--- src/rtl/mem_ram_ws.sv ---
// -----------------------------------------------------------------------------
// mem_ram_ws
//
// Single-port word RAM with a programmable number of wait states. Each access
// runs IDLE -> BUSY -> ACK. The request is captured on the edge that accepts
// it. The array is accessed once the wait counter has run down. rdy pulses for
// the single ACK cycle.
//
// Parameters
//   AW      address width; the depth is 2**AW words
//   DW      data word width
//   WAIT    number of wait states, 0..15
//   WP_BASE lowest write-protected address. It is only used when
//           MEM_RAM_WP_EN is defined.
//
// Ports
//   clk     clock; all state changes on the rising edge
//   rst_n   asynchronous active-low reset. It clears the control state and
//           dout, but leaves the array contents alone.
//   sel     access request, sampled only in IDLE
//   wr_n    0 = write, 1 = read; sampled together with sel
//   a       word address
//   din     write data
//   dout    registered read data; it changes only when a read completes
//   rdy     one-cycle completion pulse
//   wp_err  pulses with rdy when a write hits the protected region
//
// Build option
//   MEM_RAM_WP_EN  When this macro is defined, writes to addresses >= WP_BASE
//                  are dropped and flagged on wp_err. When it is undefined,
//                  every write lands and wp_err is tied low.
// -----------------------------------------------------------------------------
module mem_ram_ws #(
   parameter int            AW      = 8,
   parameter int            DW      = 8,
   parameter int            WAIT    = 1,
   parameter logic [AW-1:0] WP_BASE = 8'hC0
) (
   input  logic          clk,
   input  logic          rst_n,
   input  logic          sel,
   input  logic          wr_n,
   input  logic [AW-1:0] a,
   input  logic [DW-1:0] din,
   output logic [DW-1:0] dout,
   output logic          rdy,
   output logic          wp_err
);

   localparam int         DEPTH    = 1 << AW;
   localparam logic [3:0] WAIT_CNT = 4'(WAIT);

   localparam logic [1:0] ST_IDLE = 2'd0;
   localparam logic [1:0] ST_BUSY = 2'd1;
   localparam logic [1:0] ST_ACK  = 2'd2;

   logic [1:0]    state_reg;
   logic [3:0]    cnt_reg;
   logic [AW-1:0] a_reg;
   logic [DW-1:0] din_reg;
   logic          wr_n_reg;
   logic [DW-1:0] dout_reg;
   logic          rdy_reg;
   logic          wp_err_reg;

   // The power-up image puts all ones in word 0 and zeros everywhere else.
   // Reset never touches the array.
   logic [DW-1:0] mem_reg [0:DEPTH-1] = '{0: {DW{1'b1}}, default: {DW{1'b0}}};

   logic access;
   logic wp_hit;
   logic mem_we;

   // The access happens on the BUSY edge where the counter has already reached
   // zero. That makes the total latency WAIT+1 edges after acceptance.
   assign access = (state_reg == ST_BUSY) && (cnt_reg == 4'd0);

`ifdef MEM_RAM_WP_EN
   assign wp_hit = !wr_n_reg && (a_reg >= WP_BASE);
`else
   logic unused_wp_base;
   assign wp_hit         = 1'b0;
   assign unused_wp_base = ^WP_BASE;
`endif

   assign mem_we = access && !wr_n_reg && !wp_hit;

   // The array write port has no reset, so that it maps onto block RAM.
   always_ff @(posedge clk) begin
      if (mem_we) begin
         mem_reg[a_reg] <= din_reg;
      end
   end

   always_ff @(posedge clk or negedge rst_n) begin
      if (!rst_n) begin
         state_reg  <= ST_IDLE;
         cnt_reg    <= 4'd0;
         a_reg      <= '0;
         din_reg    <= '0;
         wr_n_reg   <= 1'b1;
         dout_reg   <= '0;
         rdy_reg    <= 1'b0;
         wp_err_reg <= 1'b0;
      end else begin
         rdy_reg    <= 1'b0;
         wp_err_reg <= 1'b0;
         case (state_reg)
            ST_IDLE: begin
               if (sel) begin
                  a_reg     <= a;
                  din_reg   <= din;
                  wr_n_reg  <= wr_n;
                  cnt_reg   <= WAIT_CNT;
                  state_reg <= ST_BUSY;
               end
            end
            ST_BUSY: begin
               // Inputs are ignored in this state. A pending access always
               // completes, even if sel drops.
               if (cnt_reg != 4'd0) begin
                  cnt_reg <= cnt_reg - 4'd1;
               end else begin
                  state_reg  <= ST_ACK;
                  rdy_reg    <= 1'b1;
                  wp_err_reg <= wp_hit;
                  // dout is updated only by reads. Writes leave the last
                  // read value visible.
                  if (wr_n_reg) begin
                     dout_reg <= mem_reg[a_reg];
                  end
               end
            end
            ST_ACK: begin
               state_reg <= ST_IDLE;
            end
            default: begin
               state_reg <= ST_IDLE;
            end
         endcase
      end
   end

   assign dout   = dout_reg;
   assign rdy    = rdy_reg;
   assign wp_err = wp_err_reg;

endmodule
--- config.mk ---
export PLATFORM = sky130hd
export DESIGN_NAME = mem_ram_ws
export DESIGN_NICKNAME = d
export VERILOG_FILES = /design/src/rtl/mem_ram_ws.sv
export SDC_FILE = /design/constraint.sdc
export NUM_CORES = 2
export LEC_CHECK = 0
export BUFFER_PORTS_ARGS = -buffer_cell sky130_fd_sc_hd__buf_2
export CAP_MARGIN = 20
export CORE_MARGIN = 1.5
export CORE_UTILIZATION = 45
export CTS_BUF_LIST = sky130_fd_sc_hd__clkbuf_2 sky130_fd_sc_hd__clkbuf_4 sky130_fd_sc_hd__clkbuf_8
export DETAILED_ROUTE_END_ITERATION = 10
export PLACE_DENSITY = 0.64
export REMOVE_ABC_BUFFERS = 1
export SYNTH_ARGS = -nofsm -noshare
export SYNTH_HDL_FRONTEND = slang
export SYNTH_SLANG_ARGS = --single-unit
--- constraint.sdc ---
create_clock -name clk -period 5.1 [get_ports clk]
set_clock_uncertainty 0.1 [all_clocks]
set_input_delay 0.765 -clock clk [delete_from_list [all_inputs] [get_ports clk]]
set_output_delay 0.765 -clock clk [all_outputs]
set_load 0.01 [all_outputs]
==> impl_metrics.toml <==
[synthesis]
yosys.area.top_type_share_pct = 75.9
ys_async_sr_fraction_pct = 1.54
synthFlopType = "edfxtp_1"
synth_seq_cells = 2080
synth_cell_types = 71
ys_seq_area_share_pct = 76.9
avgSynthCellArea_sq_um = 21.2
synth_top_area_cell = "edfxtp_1"
yosysWarnings = 0
synthCells = 3820
synthTopCellsByArea = "edfxtp_1 76%, mux4_2 13%, mux2i_1 2.2%"
netlist_area_sq_mm = 0.0811
synth_edf_count = 2048

[pwr]
power.switching_mw = 17.7
peakVddDrop_v = 0.000424
switching_share_pct = 33.5
powerDensity_mw_per_mm2 = 578
p_leak_nw = 28.7
internal_power_mw = 35.0
pwr-share-clk_pct = 27.2
comb_power_share_pct = 29.8
seqPwrFrac_pct = 43.0

[global_routing]
gr-total-overflow = 0
grt_pass1_wl_mm = 309
track_usage_pct = 24.0
antenna_found_initial = 9
met3_usage_pct = 6.46
grt-busiest-layer = "met2"
grt_use_met1_pct = 32.8
use_met2_pct = 36.7
grt_max_degree = 179
grt_pass1_vias = 41368

[setup_path]
endpoint = "dout[1]$_DFFE_PN0P_"
setup.worst_path.end_class = "flip-flop"
cp_data_arrival_time_ps = 5200
worst_r2r_path_depth = 9
rr_endpoint = "dout[1]$_DFFE_PN0P_"
max_stage_delay_ps = 860
cp_cell_sequence = "and2_2 -> buf_4 -> buf_4 -> a221oi_1 -> o21ai_0 -> o21ai_0 -> nor4_1 -> nor3_1 -> o32a_1"
rrSetupSlack_ps = 730
critical_path_class = "flip-flop to flip-flop"
critPathRequiredTime_ps = 5940
crit_path_start_kind = "flip-flop"
cp.depth = 9
crit_family = "simple AND/OR/NAND/NOR gates"
critPathLaunch = "a_reg[1]$_DFFE_PN0P_"
crit_slowest_cell = "and2_2"
reg2reg_from = "a_reg[1]$_DFFE_PN0P_"
worstPathMaxFanout = 31
critPathBufInv = 2

[timing]
worst_slack_ps = 731
finalCritPeriodShare_pct = 85.7
rsz0062_at_grt = "false"
setup_violations = 0
slew_headroom_pct = 20.7
fin_tns_setup_ps = 0
hold_viol = 0
period_needed_ps = 4370
fmax_mhz = 229
slew_viol_final = 0
worstMarginPinSlew_ps = 1190

[detailed_routing]
drt-vias-per-instance = 6.12
totalWireLength_mm = 218
ant_nets = 0
drt_iter0_drc = 5176
route.detailed.drc = 0
wl_per_cell_um = 32.2
dr.pass1.iters = 8
num_vias = 41321

[cells_and_area]
area_growth_syn_to_layout_pct = 12.5
multiInputGateArea_sq_mm = 0.0174
nFillCells = 13985
nets = 4173
largest_reg_flops = 2048
final_cell_mix = "2048 x edfxtp_1, 485 x mux4_2, 357 x clkbuf_8"
seq_area_sq_mm = 0.0623
layout-drive-gt1-share_pct = 28.7
layout_commonest_cell = "edfxtp_1"

[place]
placement.io_buffers = 28
gp_congestion = 0.882
dp_slack_ps = 961
dp_hpwl_mm = 132

[cts]
cts_resized = 0
clockBufferDepth = 4
cts_made_buffers = 344
clk_pin_slew_ps = 60
tritoncts = "done"
clock_latency_ps = 1060
htree_levels = 5
clockRootBuffer = "clkbuf_8"
post-cts-setup-buffers = 0
hold_buffers = 18
cts_sinks = 2080

[status]
status = "finished, final reports clean"

[floorplan]
die_area_sq_mm = 0.183
coreArea_sq_mm = 0.179
io_pins = 30
rows = 155
fp.dieH_um = 427
start_util_pct = 45.4
die_w_um = 427

[job]
maxCapViolations = 0

[hold_path]
min_path_type = "input port to asynchronous set/reset pin"
-- layout make-up --
| class | instances | share of cell area [%] |
|---|---|---|
| diodes | 7 | 0.0192 |
| clock buffers | 459 | 6.22 |
| clock inverters | 123 | 0.953 |
| inverters | 10 | 0.0425 |
| multi-input cells | 1500 | 19.1 |
| flip-flops and latches | 2080 | 68.4 |
| well taps | 2355 | 3.23 |
| repair buffers | 215 | 2.08 |
-- worst register-to-register path, stage by stage (launching register included) --
cell and delay [ps]:
dfrtp_4 850, and2_2 880, buf_4 300, buf_4 190, a221oi_1 120, o21ai_0 340
o21ai_0 150, nor4_1 640, nor3_1 310, o32a_1 400
-- cell usage after synthesis (all sizes together), types with 3 or more instances --
library cell and instances:
edfxtp 2048, mux4 485, nor2 298, mux2i 180, buf 156, nand2 98, a22oi 81, clkbuf 74
nand3 51, o22ai 40, dfrtp 31, nor2b 26, a21oi 23, a211oi 22, mux2 20, nor3 16
o21ai 15, a221oi 11, nand4 10, nor4 9, a2111oi 8, a31oi 8, inv 8, o211ai 8
a22o 7, a32oi 7, and2 6, nand2b 6, nor3b 6, nand3b 5, a211o 4, and3 4
a311oi 3, and4 3, o311ai 3, or3 3, or3b 3
-- layer usage --
metal	wire, um	vias up	part of all wire, %
li1	-	16603	-
met1	85000	21929	39
met2	102000	2312	47
met3	22000	473	10
met4	9030	4	4.1
met5	22	-	0.010
-- metrics by stage --
step                      utilization [%]  hold slack, ps  area, sq um  cells  total power, mW
final                                51.1             247        91200   6749             52.7
after global routing                 51.1             222        91200   6745             54.2
after CTS                            51.0             166        91100   6740             52.7
after detailed placement             47.3             391        84400   6140             38.6
after global placement               47.2             396        84400   6136             38.3
after floorplan                         -             362        79700   3590             31.1
-- cells by family (layout without fill, tap and decap cells) --
kind of cell             Yosys count  count (layout)  share of synthesized area, %
multiplexers                     685             685                          16.0
buffers and inverters            240             807                          1.74
adder cells (fa/ha/maj)            2               2                        0.0309
XOR/XNOR                           2               2                        0.0216
flip-flops                      2080            2080                          76.9
other                              1               8                       0.00463
AND/OR/NAND/NOR                  556             556                          3.10
AO/OA/AOI/OAI                    254             254                          2.27
-- worst min-delay path by stage --
stage | end | depth (start not counted)
after floorplan | cnt_reg[0]$_DFFE_PN0P_ | 1
after global placement | cnt_reg[0]$_DFFE_PN0P_ | 1
after detailed placement | cnt_reg[0]$_DFFE_PN0P_ | 1
after CTS | cnt_reg[2]$_DFFE_PN0P_ | 3
after global routing | din_reg[0]$_DFFE_PN0P_ | 3
final | din_reg[0]$_DFFE_PN0P_ | 3
-- power by group through the flow --
stage                     combinational [mW]  sequential, mW  clock, mW
final                                   15.7            22.6       14.3
after CTS                               15.6            22.6       14.5
after global placement                  15.4            22.9          0
after detailed placement                15.6            23.0          0
after floorplan                         6.52            24.6          0
after global routing                    16.3            22.7       15.2
Power figures use the tool's default switching activity.
